==> src/rtl/fetch_mem_unit.sv <==
// fetch_mem_unit
// ---------------------------------------------------------------------------
// Datapath-side fetch/memory unit for the multicycle processor. It holds the
// program counter (PC), the instruction register (IR) and the memory data
// register (MDR). All instruction and data accesses share one req/ready
// memory port. While an access is in flight, Mem_Busy tells the control unit
// to hold its current state.
//
// Requests are launched combinationally from IDLE. While the unit waits for
// mem_ready, the address, write enable and write data come from registered
// copies, so they stay stable until the memory completes.
//
// Optional feature (compile-time macro FETCH_TIMEOUT_EN):
//   When it is defined, a wait counter aborts any access that stays
//   unanswered for TIMEOUT_CYCLES wait cycles. It also sets the sticky
//   bus_error flag. A fetch that is aborted loads a NOP (32'h0) into the IR.
//   When it is undefined, accesses wait indefinitely and bus_error is 0.
//
// Parameters:
//   RESET_PC        PC value after reset
//   TIMEOUT_CYCLES  wait-cycle limit per access (FETCH_TIMEOUT_EN only)
//
// Ports:
//   clk, reset            clock; synchronous active-high reset
//   PC_Write, PC_Src      PC load enable; source select (0 ALU_Result, 1 ALU_Out)
//   I_or_D                address source (0 PC, 1 ALU_Out)
//   Mem_Write, IR_Write   data write request; instruction fetch request
//   ALU_Result, ALU_Out   combinational / registered ALU results
//   Write_Data            store data
//   mem_rdata, mem_ready  memory read data and completion
//   mem_req, mem_we       memory request and write strobe
//   mem_addr, mem_wdata   request address and write data
//   Mem_Busy              access pending, control unit must hold
//   Op, Funct             Instr[31:26], Instr[5:0]
//   Instr, Data, PC       IR, MDR and program counter contents
//   bus_error             sticky access-timeout flag
// ---------------------------------------------------------------------------
module fetch_mem_unit #(
    parameter logic [31:0] RESET_PC       = 32'h0000_0000,
    parameter int          TIMEOUT_CYCLES = 16
) (
    input  logic        clk,
    input  logic        reset,
    input  logic        PC_Write,
    input  logic        PC_Src,
    input  logic        I_or_D,
    input  logic        Mem_Write,
    input  logic        IR_Write,
    input  logic [31:0] ALU_Result,
    input  logic [31:0] ALU_Out,
    input  logic [31:0] Write_Data,
    input  logic [31:0] mem_rdata,
    input  logic        mem_ready,
    output logic        mem_req,
    output logic        mem_we,
    output logic [31:0] mem_addr,
    output logic [31:0] mem_wdata,
    output logic        Mem_Busy,
    output logic [5:0]  Op,
    output logic [5:0]  Funct,
    output logic [31:0] Instr,
    output logic [31:0] Data,
    output logic [31:0] PC,
    output logic        bus_error
);

    typedef enum logic [1:0] {
        ST_IDLE       = 2'd0,
        ST_FETCH_WAIT = 2'd1,
        ST_DATA_WAIT  = 2'd2
    } state_t;

    state_t      state_r;
    state_t      state_next_s;
    logic [31:0] pc_r;
    logic [31:0] instr_r;
    logic [31:0] data_r;
    logic [31:0] addr_r;
    logic [31:0] wdata_r;
    logic        we_r;
    logic        launch_s;
    logic        complete_s;
    logic        abort_s;

`ifdef FETCH_TIMEOUT_EN
    localparam logic [15:0] TIMEOUT_LIMIT = 16'(TIMEOUT_CYCLES);

    logic [15:0] wait_cnt_r;
    logic        bus_error_r;

    // The abort happens in the cycle where the count of unanswered wait cycles
    // reaches the limit. mem_ready in that same cycle still completes the access.
    assign abort_s = (state_r != ST_IDLE) && !mem_ready && (wait_cnt_r == TIMEOUT_LIMIT);

    // Wait counter: cleared on launch, counts unanswered wait cycles.
    always_ff @(posedge clk) begin
        if (reset) begin
            wait_cnt_r <= 16'd0;
        end else if (launch_s) begin
            wait_cnt_r <= 16'd0;
        end else if ((state_r != ST_IDLE) && !mem_ready && !abort_s) begin
            wait_cnt_r <= wait_cnt_r + 16'd1;
        end else begin
            wait_cnt_r <= wait_cnt_r;
        end
    end

    // Sticky bus error flag, cleared only by reset.
    always_ff @(posedge clk) begin
        if (reset) begin
            bus_error_r <= 1'b0;
        end else if (abort_s) begin
            bus_error_r <= 1'b1;
        end else begin
            bus_error_r <= bus_error_r;
        end
    end

    assign bus_error = bus_error_r;
`else
    assign abort_s   = 1'b0;
    assign bus_error = 1'b0;
`endif

    // Next-state and memory-port outputs. The request is launched combinationally from IDLE.
    always_comb begin
        state_next_s = state_r;
        mem_req      = 1'b0;
        mem_we       = 1'b0;
        mem_addr     = pc_r;
        mem_wdata    = 32'h0000_0000;
        Mem_Busy     = 1'b0;
        launch_s     = 1'b0;
        complete_s   = 1'b0;
        case (state_r)
            ST_IDLE: begin
                if (IR_Write) begin
                    // An instruction fetch has priority over a data access.
                    mem_req      = 1'b1;
                    mem_addr     = pc_r;
                    Mem_Busy     = 1'b1;
                    launch_s     = 1'b1;
                    state_next_s = ST_FETCH_WAIT;
                end else if (I_or_D) begin
                    mem_req      = 1'b1;
                    mem_we       = Mem_Write;
                    mem_addr     = ALU_Out;
                    mem_wdata    = Write_Data;
                    Mem_Busy     = 1'b1;
                    launch_s     = 1'b1;
                    state_next_s = ST_DATA_WAIT;
                end else begin
                    state_next_s = ST_IDLE;
                end
            end
            ST_FETCH_WAIT, ST_DATA_WAIT: begin
                mem_req   = 1'b1;
                mem_we    = we_r;
                mem_addr  = addr_r;
                mem_wdata = wdata_r;
                if (mem_ready) begin
                    complete_s   = 1'b1;
                    state_next_s = ST_IDLE;
                end else if (abort_s) begin
                    state_next_s = ST_IDLE;
                end else begin
                    Mem_Busy = 1'b1;
                end
            end
            default: begin
                state_next_s = ST_IDLE;
            end
        endcase
    end

    // State register and request holding registers captured at launch.
    always_ff @(posedge clk) begin
        if (reset) begin
            state_r <= ST_IDLE;
            addr_r  <= 32'h0000_0000;
            wdata_r <= 32'h0000_0000;
            we_r    <= 1'b0;
        end else begin
            state_r <= state_next_s;
            if (launch_s) begin
                addr_r  <= mem_addr;
                wdata_r <= mem_wdata;
                we_r    <= mem_we;
            end else begin
                addr_r  <= addr_r;
                wdata_r <= wdata_r;
                we_r    <= we_r;
            end
        end
    end

    // The PC commits only while no access is pending. On a fetch, it commits in the IR load cycle.
    always_ff @(posedge clk) begin
        if (reset) begin
            pc_r <= RESET_PC;
        end else if (PC_Write && !Mem_Busy) begin
            pc_r <= PC_Src ? ALU_Out : ALU_Result;
        end else begin
            pc_r <= pc_r;
        end
    end

    // Instruction register: loads on fetch completion, or a NOP on a fetch abort.
    always_ff @(posedge clk) begin
        if (reset) begin
            instr_r <= 32'h0000_0000;
        end else if ((state_r == ST_FETCH_WAIT) && complete_s) begin
            instr_r <= mem_rdata;
        end else if ((state_r == ST_FETCH_WAIT) && abort_s) begin
            instr_r <= 32'h0000_0000;
        end else begin
            instr_r <= instr_r;
        end
    end

    // Memory data register: loads only on completion of a data read.
    always_ff @(posedge clk) begin
        if (reset) begin
            data_r <= 32'h0000_0000;
        end else if ((state_r == ST_DATA_WAIT) && complete_s && !we_r) begin
            data_r <= mem_rdata;
        end else begin
            data_r <= data_r;
        end
    end

    assign PC    = pc_r;
    assign Instr = instr_r;
    assign Data  = data_r;
    assign Op    = instr_r[31:26];
    assign Funct = instr_r[5:0];

endmodule

==> config.mk <==
export PLATFORM = sky130hd
export DESIGN_NAME = fetch_mem_unit
export DESIGN_NICKNAME = d
export VERILOG_FILES = /design/src/rtl/fetch_mem_unit.sv
export SDC_FILE = /design/constraint.sdc
export NUM_CORES = 1
export LEC_CHECK = 0
export CORE_MARGIN = 8
export CORE_UTILIZATION = 47
export CTS_BUF_LIST = sky130_fd_sc_hd__clkbuf_4
export DETAILED_ROUTE_END_ITERATION = 8
export GPL_ROUTABILITY_DRIVEN = 0
export HOLD_SLACK_MARGIN = 0.03
export PLACE_DENSITY = 0.95
export SLEW_MARGIN = 10
export SYNTH_ARGS = -nofsm -noshare
export SYNTH_HDL_FRONTEND = slang
export SYNTH_SLANG_ARGS = --single-unit
==> constraint.sdc <==
create_clock -name clk -period 4.5 [get_ports clk]
set_clock_uncertainty 0.2 [all_clocks]
set_input_delay 1.125 -clock clk [delete_from_list [all_inputs] [get_ports clk]]
set_output_delay 1.125 -clock clk [all_outputs]
set_load 0.02 [all_outputs]
Yosys cells after proc, flatten, opt, wreduce, memory -nomap -nowiden. Index checks and enable logic that the tools add are counted.

Register bits after elaboration: 163. Latch bits: 0. RAM bits: 0. Bits in read-only memories: 0. Input bits: 136. Output and inout port bits: 176. Word-level logic and storage cells: 40. Memories kept: 0.

Add/subtract/negate cells: 0. $mul: 0. Div/mod/pow operators: 0. $lt $le $gt $ge: 0. Equal/unequal tests: 3. Shifts and indexed selects: 0. Multiplexer cells: 22. Bitwise operators: 0. Reductions and logical operators: 8.

Operators by type and width (count): 32-bit 2-to-1 mux (5); 32-bit case mux with 2 select lines (2); 1-bit 2-to-1 mux (8); 2-bit 2-to-1 mux (3); 1-bit case mux with 2 select lines (3); 1-bit logical AND (4); 2-bit case mux with 2 select lines (1); 2-bit by 1-bit equality test with 1-bit output (second input constant) (1); 2-bit equality test (second input constant) (1); 1-bit zero test (2); 2-bit zero test (1); 2-bit inequality test (second input constant) (1); 2-bit OR reduction (1).

Depth between registers and ports, before layout. Gate-level depths: netlist of the first run.

Word-level depth: 5. Gate-level depth with buffers: 8. Depth with buffers taken out: 6.

Worst setup path after synthesis of the first run. No wires, ideal clock.

Path kind: in2out. Start: input IR_Write. End: output mem_wdata[17]. Arrival time: 2175 ps. Data required time: 3175 ps. Slack: 1000 ps. Stages: 6. Path buffers: 2. Cell sequence: nand2b_4 -> nor2_1 -> buf_2 -> buf_2 -> a22oi_1 -> nor2_1.

Cells in the longest elaborated chain, start to end: 2.

RTL lines: from (decl) (RTL line 48) `input logic IR_Write,`; 32-bit 2-to-1 mux (RTL line 137) `if (IR_Write) begin`; 32-bit case mux with 2 select lines (RTL line 135) `case (state_r)`; to (decl) (RTL line 57) `output logic [31:0] mem_wdata,`.

Every way passes these cells.

Worst setup path after layout of the first run.
Start: input I_or_D. End: output mem_wdata[18].

Cells in the longest elaborated chain, start to end: 3.

RTL lines: from (decl) (RTL line 46) `input logic I_or_D,`; 32-bit 2-to-1 mux (RTL line 144) `end else if (I_or_D) begin`; 32-bit 2-to-1 mux (RTL line 137); 32-bit case mux with 2 select lines (RTL line 135).

Every way passes these cells.

==> results of run 1 <==
final timing paths:
path	from	to	slack, ns	cells after the start
max	I_or_D	mem_wdata[18]	0.09	8
max reg2reg	state_r[0]	PC[29]	1.74	8
min reg2reg	Data[8]	Data[8]	0.26	2
min	Data[8]	Data[8]	0.26	2
cells in the final DEF (no fill, tap or decap), drive strengths merged, types with 2 or more instances in the layout:
cell | synthesis | layout
a222oi | 31 | 31
nor3 | 2 | 2
bufinv | 0 | 4
clkdlybuf4s50 | 0 | 246
inv | 35 | 37
a32o | 33 | 33
dfxtp | 163 | 163
clkbuf | 43 | 17
dlygate4sd2 | 0 | 35
a21oi | 68 | 68
buf | 48 | 25
nor2b | 3 | 3
nand2b | 3 | 3
nand2 | 134 | 134
a211oi | 64 | 64
ha | 5 | 5
a22oi | 33 | 33
dlymetal6s2s | 0 | 27
clkinvlp | 0 | 3
nand3 | 2 | 2
mux2i | 32 | 32
nor2 | 104 | 104
o21ai | 2 | 2
clkinv | 0 | 4
state kept, by name, indices dropped and copies added (netlist names):
signal and flops:
PC 32, state_r 2, addr_r 32, Data 32, we_r 1, wdata_r 32
Instr 32
metal layers:
layer,share of wire,global-route usage,up-vias
met1,0.36,0.273,3400
met4,0.038,0.118,2
met2,0.51,0.437,334
met5,0.00052,0,-
met3,0.093,0.0773,64
li1,-,-,3405
per-stage QoR:
stage          utilization  setup WS, ns  instance area (sq um)
2_1_floorplan            -          1.00                   6970
3_3_place_gp         0.693     -0.000479                  10100
3_5_place_dp         0.693        -0.108                  10100
4_1_cts              0.714       0.00374                  10400
5_1_grt              0.719     -0.000439                  10500
6_report             0.719        0.0857                  10500
worst register-to-register path: stages (launching register included):
cell and delay, ns:
dfxtp_1 0.41, inv_1 0.11, ha_1 0.32, buf_4 0.27
nand2b_1 0.23, o221a_2 0.57, buf_12 0.28, nor2_1 0.08
a211oi_1 0.23
where the power goes:
group	switching [W]	total, W	internal [W]	leakage [nW]
clock network	0.000530	0.000965	0.000435	0.156
registers	0.0000540	0.00158	0.00153	1.33
logic	0.000474	0.000857	0.000382	3.02
layout make-up:
cell class,instances,area [sq um],area share
Tap cell,184,230,0.0220
Sequential cell,163,3260,0.312
Timing Repair Buffer,333,3350,0.320
Clock inverter,13,185,0.0177
Inverter,35,131,0.0126
Multi-Input combinational cell,523,3160,0.303
Antenna cell,1,2.50,0.000239
Clock buffer,17,128,0.0122
cell families after synthesis:
family          Yosys count
mux                      33
simple gates            251
flops                   163
fa+ha+maj                 5
compound gates          233
other cells               1
buf+inv                 126
timing repair:
item	in CTS	in global routing
pin swaps	11	0
endpoints found under the setup margin	39	27
endpoints found under the hold margin	0	0
resized for setup	36	27
buffers inserted	4	0
==> flow_summary.json, run 1 <==
{
  "synth_area_leaders": "dfxtp_1 47%, nand2_1 7.2%, a211oi_1 6.9%",
  "fin_nets": 1214,
  "area_delta_synth_final_pct": 49.8,
  "core-area_sq_um": 14500,
  "synthArstFlopShare": 0,
  "portBuffers": 310,
  "synth_mux_area_frac": 0.0475,
  "start_util": 0.480,
  "grt_util_all_layers": 0.251,
  "die_h_microns": 138,
  "synth_warnings": 0,
  "crit_chain": "clkdlybuf4s50_1, nand2b_4, buf_4, nor2_4, buf_12, a22oi_1, nor2_1, clkdlybuf4s50_1",
  "core.rowCount": 44,
  "clk_path_buf_depth": 2,
  "ys_seq_area_frac": 0.468,
  "antenna_found_initial": 2,
  "hold_ws_ns": 0.262,
  "required_ns": 3.17,
  "fin_setup_tns_ns": 0,
  "max_slew.worst_pin.slew_ns": 1.07,
  "path_common_cell": "clkdlybuf4s50_1",
  "setup_viol": 0,
  "synth.most_common_cell": "dfxtp_1",
  "period_minus_slack_ns": 4.41,
  "crit_slowest_cell": "clkdlybuf4s50_1",
  "cts_tree": "done",
  "dp_cells": 1234,
  "ys_types": 31,
  "synth-simple-area-share": 0.143,
  "wl_per_cell_microns": 19.7,
  "die-area_sq_um": 19000,
  "htreeDepth": 4,
  "layout_worst_path_cycle_share": 0.981,
  "cts_buffers": 17,
  "synth_nets": 953,
  "hold_viol_final": 0,
  "cp-end-kind": "primary output",
  "max-cap-violations": 0,
  "p_leak_nw": 4.51,
  "relSlewSlack": 0.284,
  "synthXorXnorAreaFrac": 0,
  "yosys_most_used_dff": "dfxtp_1",
  "clk_pin_slew_ns": 0.13,
  "critPathTopFamily": "buffers and inverters",
  "postCtsHoldBufs": 0,
  "netlist_top_cells_count": "163 x dfxtp_1, 134 x nand2_1, 103 x nor2_1, 68 x a21oi_1, 64 x a211oi_1",
  "hold_class": "flip-flop to flip-flop",
  "synth_top_family_by_area": "compound AO/OA/AOI/OAI gates",
  "power_w": 0.00340,
  "cp_max_fo": 29,
  "overflow": 0,
  "die_x_microns": 138,
  "synth_top_cell_by_area": "dfxtp_1",
  "synth_compound_area_frac": 0.249,
  "vias": 7205,
  "drc": 0,
  "grt_pass1_wl_mm": 37.4,
  "drive_above_1_share": 0.0581,
  "nFillCells": 1079,
  "final_max_slew_viol_count": 0,
  "ir_worst_vdd_mv": 0.282,
  "clk_latency_ns": 0.58,
  "synth_edf_count": 0,
  "grt_pass1_vias": 7045,
  "fmax_mhz": 227,
  "drtAntennaViolNets": 0,
  "netlist_area_sq_um": 6970,
  "stdcell_count": 1269,
  "cts_root_buf": "clkbuf_4",
  "status": "complete, no violations",
  "io_pins": 312,
  "drt_wl_total_mm": 25.0,
  "synth_fa_ha_area_frac": 0.00897,
  "powerDensity_nw_per_um2": 325,
  "syn_inst": 812,
  "cp_num_buf_inv": 4,
  "synth_area_per_cell_sq_um": 8.59,
  "start_kind": "input pin",
  "hpwl_mm": 17.8,
  "viasPerCell": 5.68,
  "ys_seq_elements": 163,
  "first_pass_iters": 6,
  "grt_max_degree": 70,
  "crit_type": "input pin to primary output",
  "cts.sinks": 163,
  "drt_iter0_drc": 648,
  "synth_top_cell_area_share": 0.468,
  "max_stage_delay_ns": 0.62,
  "cp.arrival_ns": 3.09
}
Note: power is estimated with default switching activity, not from simulation.
==> run 2, diff against run 1 <==
CORE_UTILIZATION = 39   (was 47)
MAX_ROUTING_LAYER = met4   (was default)
PLACE_DENSITY = 0.85   (was 0.95)
SETUP_SLACK_MARGIN = 0.3   (was default)
clock period = 3.6 ns   (was 4.5 ns; I/O delays follow)
==> flow_summary.json, run 2 (synthesis results as in run 1) <==
{
  "status": "complete, no violations",
  "die_x_microns": 150,
  "cts_root_buf": "clkbuf_4",
  "p_int_w": 0.00311,
  "grt_util_all_layers": 0.247,
  "final_max_slew_viol_count": 0,
  "max-cap-violations": 0,
  "final_cell_mix": "239 x clkdlybuf4s50_1, 161 x dfxtp_1, 133 x nand2_1",
  "first_pass_iters": 8,
  "drt_wl_total_mm": 29.1,
  "max_stage_delay_ns": 0.42,
  "drive_above_1_share": 0.230,
  "overflow": 0,
  "comb_power_share": 0.324,
  "nFillCells": 1415,
  "drc": 0,
  "cts_buffers": 17,
  "hold_ws_ns": 0.265,
  "seqPwrFrac": 0.428,
  "period_minus_slack_ns": 3.56,
  "max_slew.worst_pin.slew_ns": 0.704,
  "fmax_mhz": 281,
  "grt_max_degree": 131,
  "clk_pin_slew_ns": 0.14,
  "die_h_microns": 150,
  "cp_max_fo": 7,
  "cts_tree": "done",
  "fin_nets": 1338,
  "core-area_sq_um": 17800,
  "layout_commonest_cell": "clkdlybuf4s50_1",
  "start_kind": "input pin",
  "cp.arrival_ns": 2.46,
  "cp-end-kind": "primary output",
  "start_util": 0.392,
  "p_leak_nw": 4.74,
  "grt_pass1_vias": 7779,
  "grt_pass1_wl_mm": 42.5,
  "clk_path_buf_depth": 2,
  "antenna_found_initial": 1,
  "hold_class": "flip-flop to flip-flop",
  "vias": 7918,
  "ir_worst_vdd_mv": 0.230,
  "multi_input_area_sq_um": 3270,
  "crit_chain": "clkdlybuf4s15_2, nand2b_4, a21o_4, buf_12, clkbuf_16, a222oi_1, inv_1, buf_6",
  "drt_iter0_drc": 736,
  "wl_per_cell_microns": 20.2,
  "clk_latency_ns": 0.55,
  "rsz0062_at_grt": "true",
  "relSlewSlack": 0.531,
  "switching_share": 0.328,
  "cp_num_buf_inv": 5,
  "area_delta_synth_final_pct": 67.9,
  "hold_viol_final": 0,
  "drtAntennaViolNets": 0,
  "setup_viol": 0,
  "cts.sinks": 163,
  "clkPwrFrac": 0.248,
  "regArea_sq_um": 3270,
  "portBuffers": 310,
  "die-area_sq_um": 22400,
  "power_w": 0.00462,
  "viasPerCell": 5.50,
  "required_ns": 2.50,
  "power.switching_w": 0.00151,
  "core.rowCount": 49,
  "crit_type": "input pin to primary output",
  "layout_worst_path_cycle_share": 0.988,
  "hpwl_mm": 17.3,
  "htreeDepth": 4,
  "crit_slowest_cell": "a222oi_1",
  "powerDensity_nw_per_um2": 395,
  "critPathTopFamily": "buffers and inverters",
  "io_pins": 312
}
-- run 2: cell types whose count changed in the layout (fill, tap and decap cells not counted), sizes merged, moves of 4 or more --
| cell | before | now |
|---|---|---|
| buf | 25 | 209 |
| dlygate4sd2 | 35 | 0 |
| dlymetal6s2s | 27 | 0 |
| clkdlybuf4s50 | 246 | 239 |
| clkbuf | 17 | 22 |
| inv | 37 | 41 |
-- run 2: tightest hold or removal path, cell delays in order, from the launching register on --
cell and delay [ns]:
dfxtp_1 0.33, nand2_1 0.05, a21oi_1 0.05
-- run 2: power groups by stage --
| stage | Combinational [W] | Sequential [W] | Clock, W |
|---|---|---|---|
| after detailed placement | 0.00112 | 0.00201 | 0 |
| after floorplan | 0.000520 | 0.00205 | 0 |
| after global routing | 0.00158 | 0.00199 | 0.00126 |
| after CTS | 0.00134 | 0.00197 | 0.00117 |
| after global placement | 0.00111 | 0.00201 | 0 |
| final | 0.00150 | 0.00198 | 0.00115 |
-- run 2: per-stage QoR --
step	cell area [sq um]	TNS [ns]	instances	setup slack, ns	util
3_5_place_dp	10300	-26.02	1294	-0.507	0.578
6_report	11700	0	1440	0.0414	0.659
4_1_cts	11300	0	1419	0.121	0.637
3_3_place_gp	10300	-22.52	1294	-0.439	0.578
5_1_grt	11700	-0.149	1440	-0.0480	0.659
2_1_floorplan	6970	0	812	0.550	-
-- run 2: cell type report --
cell class              instances  share of cell area
multi-input cells             523               0.279
inverters                      35              0.0119
clock inverters                15              0.0143
clock buffers                  17              0.0109
well taps                     229              0.0245
flip-flops and latches        163               0.279
diodes                          1            0.000214
repair buffers                457               0.379
-- run 2: path summary, 6_finish.rpt --
kind         cells after the start        from  slack, ns            to
min reg2reg                      2     Data[4]       0.26       Data[4]
max reg2reg                     17  state_r[0]       0.78    addr_r[26]
min                              2     Data[4]       0.26       Data[4]
max                              8      I_or_D       0.04  mem_addr[28]
-- run 2: what timing repair did --
action                                 CTS  global route
hold buffers                             0             0
setup endpoints to repair               67            66
cloned                                   7             5
pin swaps                               35            34
resized for setup                      292            96
endpoints found under the hold margin    0             0
setup buffers                           86            15
-- run 2: layer usage --
metal / track usage / share of wire / vias to the layer above
met5: - / 0 / -
met3: 0.0683 / 0.090 / 83
met2: 0.405 / 0.49 / 423
met4: 0.110 / 0.040 / 0
li1: - / - / 3659
met1: 0.275 / 0.38 / 3753
==> run 3, diff against run 2 <==
CORE_UTILIZATION = 47   (was 39)
PLACE_DENSITY = 0.95   (was 0.85)
clock period = 4.15 ns   (was 3.6 ns; I/O delays follow)
==> flow_summary.json, run 3 (synthesis results as in run 1) <==
{
  "status": "complete, no violations",
  "cp-end-kind": "primary output",
  "stdcell_area_sq_um": 11100,
  "layout_commonest_cell": "clkdlybuf4s50_1",
  "portBuffers": 310,
  "first_pass_iters": 6,
  "wl_met3_mm": 2.71,
  "drt_iter0_drc": 785,
  "crit_slowest_cell": "a222oi_1",
  "drtAntennaViolNets": 0,
  "fin_setup_tns_ns": 0,
  "viasPerCell": 5.77,
  "clk_latency_ns": 0.56,
  "hold_class": "flip-flop to flip-flop",
  "die_x_microns": 138,
  "die_h_microns": 138,
  "start_util": 0.480,
  "fmax_mhz": 266,
  "hold_viol_final": 0,
  "ir_worst_vdd_mv": 0.301,
  "p_leak_nw": 4.57,
  "grt_pass1_vias": 7758,
  "htreeDepth": 4,
  "wl_met1_mm": 9.81,
  "drc": 0,
  "max-cap-violations": 0,
  "hpwl_mm": 17.7,
  "wl_met2_mm": 13.8,
  "vias": 7904,
  "area_delta_synth_final_pct": 59.5,
  "io_pins": 312,
  "setup_viol": 0,
  "final_max_slew_viol_count": 0,
  "rsz0062_at_grt": "false",
  "powerDensity_nw_per_um2": 349,
  "wl_per_cell_microns": 20.3,
  "relSlewSlack": 0.277,
  "hold_ws_ns": 0.262,
  "clk_pin_slew_ns": 0.13,
  "core-area_sq_um": 14500,
  "max_slew.worst_pin.slew_ns": 1.09,
  "dp_cells": 1243,
  "postCtsHoldBufs": 0,
  "drt_wl_total_mm": 27.8,
  "cts_buffers": 17,
  "die-area_sq_um": 19000,
  "cts.sinks": 163,
  "power_w": 0.00389,
  "required_ns": 2.91,
  "grt_max_degree": 65,
  "start_kind": "input pin",
  "cts_tree": "done",
  "max_stage_delay_ns": 0.47,
  "cp_max_fo": 8,
  "overflow": 0,
  "core.rowCount": 44,
  "antenna_found_initial": 2,
  "cp.arrival_ns": 2.53,
  "grt_pass1_wl_mm": 41.3,
  "grt_util_all_layers": 0.287,
  "stdcell_count": 1370,
  "period_minus_slack_ns": 3.77,
  "fin_nets": 1312,
  "clk_path_buf_depth": 2,
  "crit_chain": "clkbuf_2, nand2b_4, a21o_4, buf_12, buf_16, a222oi_1, inv_1, buf_2",
  "highest_layer": "met4",
  "drive_above_1_share": 0.169,
  "cts_root_buf": "clkbuf_4",
  "final_cell_mix": "240 x clkdlybuf4s50_1, 161 x dfxtp_1, 134 x nand2_1",
  "layout_worst_path_cycle_share": 0.907,
  "postPlaceCellArea_sq_um": 10200,
  "crit_type": "input pin to primary output"
}
[run 3: changes by cell type in the layout (fill, tap and decap cells not counted), moves of 4 or more]
cell,change
dlygate4sd2_1,+33
clkbuf_16,-5
a22oi_2,-10
buf_12,-5
buf_4,-18
buf_6,-30
clkinv_2,+4
a22oi_1,+10
buf_2,-8
clkdlybuf4s15_2,+7
[run 3: final cells by class]
cell class / count / area [sq um]
Timing Repair Buffer: 431 / 4010
Antenna cell: 2 / 5.00
Fill cell: 965 / 3410
Multi-Input combinational cell: 523 / 3190
Sequential cell: 163 / 3270
Tap cell: 184 / 230
Inverter: 35 / 131
Clock buffer: 17 / 128
Clock inverter: 15 / 163
[run 3: worst max-delay path, delay by kind of cell]
kind,cells,cell delay (ns)
compound gates,2,0.72
buf+inv,5,0.62
simple gates,1,0.14
[run 3: final timing paths]
path               from      endpoint  slack, ns  depth (start not counted)
max reg2reg  state_r[1]    addr_r[29]       1.28                         13
max            IR_Write  mem_addr[20]       0.38                          8
min             Data[8]       Data[8]       0.26                          2
min reg2reg     Data[8]       Data[8]       0.26                          2
[run 3: where the power goes]
group / total, W / internal (W) / switching [W]
clock: 0.000990 / 0.000411 / 0.000579
sequential: 0.00172 / 0.00165 / 0.0000631
combinational: 0.00118 / 0.000584 / 0.000595
[run 3: metal layers]
layer,global-route usage,up-vias
li1,-,3611
met1,0.297,3719
met2,0.480,462
met3,0.0879,112
met4,0.161,0
met5,-,-
[run 3: repair_timing]
item / in CTS / in global routing
endpoints found under the setup margin: 67 / 33
hold endpoints to repair: 0 / 0
gates cloned: 2 / 0
setup buffers: 83 / 8
pin swaps: 32 / 11
resized for setup: 161 / 17
[run 3: stage by stage]
| stage | util | setup WS, ns |
|---|---|---|
| after CTS | 0.758 | 0.319 |
| after detailed placement | 0.700 | -0.246 |
| final | 0.765 | 0.384 |
| after global placement | 0.700 | -0.172 |
| after floorplan | - | 0.825 |
| after global routing | 0.765 | 0.302 |
